--- src/rtl/reg_block_4x16_pkg.sv ---
// Shared definitions for the 4x16 register file: data width and register index type.
package reg_block_4x16_pkg;

   localparam int WIDTH    = 16;
   localparam int NUM_REGS = 4;

   typedef logic [1:0] reg_idx_t;

endpackage

--- src/rtl/reg_block_4x16_reg_cell.sv ---
// One register of the file: loads data_in on a rising edge when store is high,
// and is cleared asynchronously while rst (active-low) is low.
module reg_cell
   import reg_block_4x16_pkg::*;
#(
   parameter int W = WIDTH
) (
   input  logic         clk,
   input  logic         rst,
   input  logic         store,
   input  logic [W-1:0] data_in,
   output logic [W-1:0] data_out
);

   logic [W-1:0] value_d;
   logic [W-1:0] value_q;

   always_comb begin
      value_d = value_q;
      if (store) begin
         value_d = data_in;
      end
   end

   // The asynchronous clear wins over a load requested on the same edge.
   always_ff @(posedge clk or negedge rst) begin
      if (!rst) begin
         value_q <= '0;
      end else begin
         value_q <= value_d;
      end
   end

   assign data_out = value_q;

endmodule

--- src/rtl/reg_block_4x16.sv ---
// Four-entry register file: one synchronous write port, two combinational read
// ports, and a per-register write strobe exported to the datapath.
module reg_block_4x16
   import reg_block_4x16_pkg::*;
#(
   parameter int WIDTH = reg_block_4x16_pkg::WIDTH
) (
   input  logic             clk,
   input  logic             rst,
   input  logic [1:0]       rn_1,
   input  logic [1:0]       rn_2,
   input  logic [1:0]       wn,
   input  logic             w,
   input  logic [WIDTH-1:0] wd,
   output logic [WIDTH-1:0] rd_1,
   output logic [WIDTH-1:0] rd_2,
   output logic             reg_1_store,
   output logic             reg_2_store,
   output logic             reg_3_store,
   output logic             reg_4_store
);

   logic [NUM_REGS-1:0] store;
   logic [WIDTH-1:0]    regs [NUM_REGS];
   reg_idx_t            wn_idx;
   reg_idx_t            rn_1_idx;
   reg_idx_t            rn_2_idx;

   assign wn_idx   = reg_idx_t'(wn);
   assign rn_1_idx = reg_idx_t'(rn_1);
   assign rn_2_idx = reg_idx_t'(rn_2);

   // Strobes are deliberately not gated by rst; the cells ignore them in reset.
   always_comb begin
      store = '0;
      if (w) begin
         store[wn_idx] = 1'b1;
      end
   end

   assign reg_1_store = store[0];
   assign reg_2_store = store[1];
   assign reg_3_store = store[2];
   assign reg_4_store = store[3];

   for (genvar g = 0; g < NUM_REGS; g++) begin : g_cell
      reg_cell #(
         .W (WIDTH)
      ) u_cell (
         .clk      (clk),
         .rst      (rst),
         .store    (store[g]),
         .data_in  (wd),
         .data_out (regs[g])
      );
   end

   // No write-through: a read of the register being written returns the old value.
   always_comb begin
      rd_1 = regs[rn_1_idx];
      rd_2 = regs[rn_2_idx];
   end

endmodule

--- config.mk ---
export PLATFORM = sky130hd
export DESIGN_NAME = reg_block_4x16
export DESIGN_NICKNAME = d
export VERILOG_FILES = /design/src/rtl/reg_block_4x16_pkg.sv /design/src/rtl/reg_block_4x16_reg_cell.sv /design/src/rtl/reg_block_4x16.sv
export SDC_FILE = /design/constraint.sdc
export NUM_CORES = 1
export LEC_CHECK = 0
export CAP_MARGIN = 15
export CORE_ASPECT_RATIO = 1.4
export CORE_MARGIN = 2
export CORE_UTILIZATION = 40
export CTS_BUF_LIST = sky130_fd_sc_hd__clkbuf_2 sky130_fd_sc_hd__clkbuf_4 sky130_fd_sc_hd__clkbuf_8
export DETAILED_ROUTE_END_ITERATION = 7
export GPL_ROUTABILITY_DRIVEN = 0
export PLACE_DENSITY = 0.67
export SLEW_MARGIN = 20
export SYNTH_ARGS = -nofsm -noshare
export SYNTH_HDL_FRONTEND = slang
export SYNTH_SLANG_ARGS = --single-unit
export TNS_END_PERCENT = 1
--- constraint.sdc ---
create_clock -name clk -period 3 [get_ports clk]
set_input_delay 0.45 -clock clk [delete_from_list [all_inputs] [get_ports clk]]
set_output_delay 0.45 -clock clk [all_outputs]
set_load 0.01 [all_outputs]
==> out/results.txt <==
cell family with most CP delay = buffers and inverters
drt wl/cell = 19.54 um
internal power = 1830 uW
most used cell, CP = clkdlybuf4s50_1
clock network power share = 24.7%
Largest register FFs = 64
critical path fanouts, max = 16
status = complete, no violations
DRC Markers = 0
H-tree depth = 3
syn nets = 204
vias in the first global route = 2196
Switching Fraction = 27.08%
Setup Fix Bufs, Post-CTS = 0
Initial Utilization = 41.42%
Final nets = 273
RSZ-0062 raised after global routing = false
worst path required time = 2.55 ns
CP Class = in -> out
CP max stage delay = 0.52 ns
#FFs+latches synth = 64
WP data arrival = 2.18 ns
Max-slew headroom = 63.64%
Synth area leaders = dfrtp_1, mux4_2, mux2_2
Die ar. = 0.008819 mm2
most common cell after layout, fill and taps aside = dfrtp_1
Fillers = 694
sequential fraction of design power = 45.7%
Num CTS Buffers = 9
Period minus WS final = 2.628 ns
clk sinks = 64
fmax = 380.6 MHz
CTS Hold Bufs = 0
Comb power frac = 29.6%
worst skew pair latency = 0.34 ns
first-pass GRT wire length = 11.30 mm
IO Count = 61
vias per cell = 5.384
post-cts resize count = 0
Port Buffer Count = 60
max-slew violation count = 0
Setup Skew = 0 ns
Worst VDD drop = 334.6 uV
# setup viols final = 0
Mapped Avg Cell Area = 18.04 um2
Post-Route WL = 6.878 mm
# diodes = 0
Longest Clk Path Bufs = 2
Hold Path Class = in -> async
total gr overflow = 0
Core Region = 0.007797 mm2
clk root buf = clkbuf_8
number of DRC markers in iteration 0 = 59
Syn Std Cell Area = 0.003229 mm2
antenna viol nets, final = 0
num rows = 38
routed vias = 1895
Final Hold Fails = 0
Seq/Total Area, Yosys = 49.59%
Final period util = 87.59%
Distinct cells, synth = 14
DRT Pass-1 Iters = 3
pwr dens = 609.5 mW/mm2
layout cells sized above 1 = 50.00%
Yosys warning total = 0
dominant cell type by area after synthesis = dfrtp_1
area occupied by multi-input gates = 0.001526 mm2
Max Cap Viol = 0
die width = 79.94 um
worst slew pin tran = 0.5454 ns
Sw Pwr = 679.4 uW
GRT Util Overall = 17.48%
DIE HEIGHT = 110.3 um
CTS tree = built
crit path max-delay cell type = mux4_2
FF/Latch Area = 0.001602 mm2
HPWL after DPL = 4.628 mm
initial antenna violation count = 0
CP Capture Type = output port
Bufs and invs on worst path = 3
Pwr Total = 2509 uW
Setup TNS Final = 0 ns
Synth top area share = 49.59%
Syn Inst Count = 179
Worst-path clk slew = 0.07 ns
worst-path cell chain = clkdlybuf4s50_1 > buf_12 > mux4_2 > clkdlybuf4s50_1
Startpoint Class = input pin
most frequent cells in the layout = dfrtp_1, clkdlybuf4s50_1, mux2_2
layout overhead on the synthesized area = 27.47%
leakage power = 0.001686 uW
pin count of the biggest net entering global routing = 25
-- final timing paths --
kind / from / endpoint / slack (ns) / cells past startpoint
setup / recovery: rn_2[0] / rd_2[2] / 0.37 / 4
hold / removal: rst / g_cell[1].u_cell.data_out[0] / 0.08 / 1
setup reg to reg: g_cell[3].u_cell.data_out[12] / g_cell[3].u_cell.data_out[12] / 2.20 / 1
hold reg to reg: g_cell[2].u_cell.data_out[2] / g_cell[2].u_cell.data_out[2] / 0.53 / 1
max in group asynchronous: rst / g_cell[0].u_cell.data_out[8] / 2.22 / 2
min in group clk: g_cell[2].u_cell.data_out[2] / g_cell[2].u_cell.data_out[2] / 0.53 / 1
-- cell families after synthesis --
| logic type | after synthesis | synth area share, % |
|---|---|---|
| DFF | 64 | 49.59 |
| muxes | 96 | 45.68 |
| buffers and inverters | 15 | 3.138 |
| and+or+nand+nor | 4 | 1.589 |
-- synth_stat cells, drive strengths merged --
library cell  number
mux2              64
inv                3
buf               10
clkbuf             2
dfrtp             64
mux4              32
nand3b             2
nor3b              1
nand3              1
-- area by class of cell --
| cell class | count | share of cell area [%] |
|---|---|---|
| clock inverter | 5 | 0.6079 |
| inverter | 3 | 0.2736 |
| sequential | 64 | 38.91 |
| timing repair buffer | 70 | 16.90 |
| tap | 100 | 3.040 |
| clock buffer | 10 | 3.191 |
| multi-input combinational | 100 | 37.08 |
-- power groups by stage --
stage / registers, uW / logic [uW] / clock network [uW]
2_1_floorplan: 1120 / 439 / 0
6_report: 1150 / 742 / 621
3_5_place_dp: 1160 / 752 / 0
5_1_grt: 1170 / 799 / 680
3_3_place_gp: 1150 / 743 / 0
4_1_cts: 1150 / 756 / 635
-- stage by stage --
| stage | std cells | hold WS (ns) | utilization (%) | setup slack [ns] | area, um2 |
|---|---|---|---|---|---|
| after floorplan | 179 | 0.1544 | - | 1.077 | 3229 |
| after global placement | 337 | 0.4665 | 50.79 | 0.3633 | 3960 |
| after detailed placement | 337 | 0.4658 | 50.79 | 0.3536 | 3960 |
| after CTS | 352 | 0.09073 | 52.79 | 0.3531 | 4116 |
| after global routing | 352 | 0.1153 | 52.79 | 0.3016 | 4116 |
| final | 352 | 0.08369 | 52.79 | 0.3723 | 4116 |
-- layer usage --
layer | vias up | global-route usage, % | part of all wire (%)
li1 | 837 | - | -
met1 | 1000 | 22.16 | 42
met2 | 47 | 29.05 | 52
met3 | 11 | 3.827 | 4.0
met4 | 0 | 7.264 | 1.6
met5 | - | 0 | 0
Note: power is estimated with default switching activity, not from simulation.
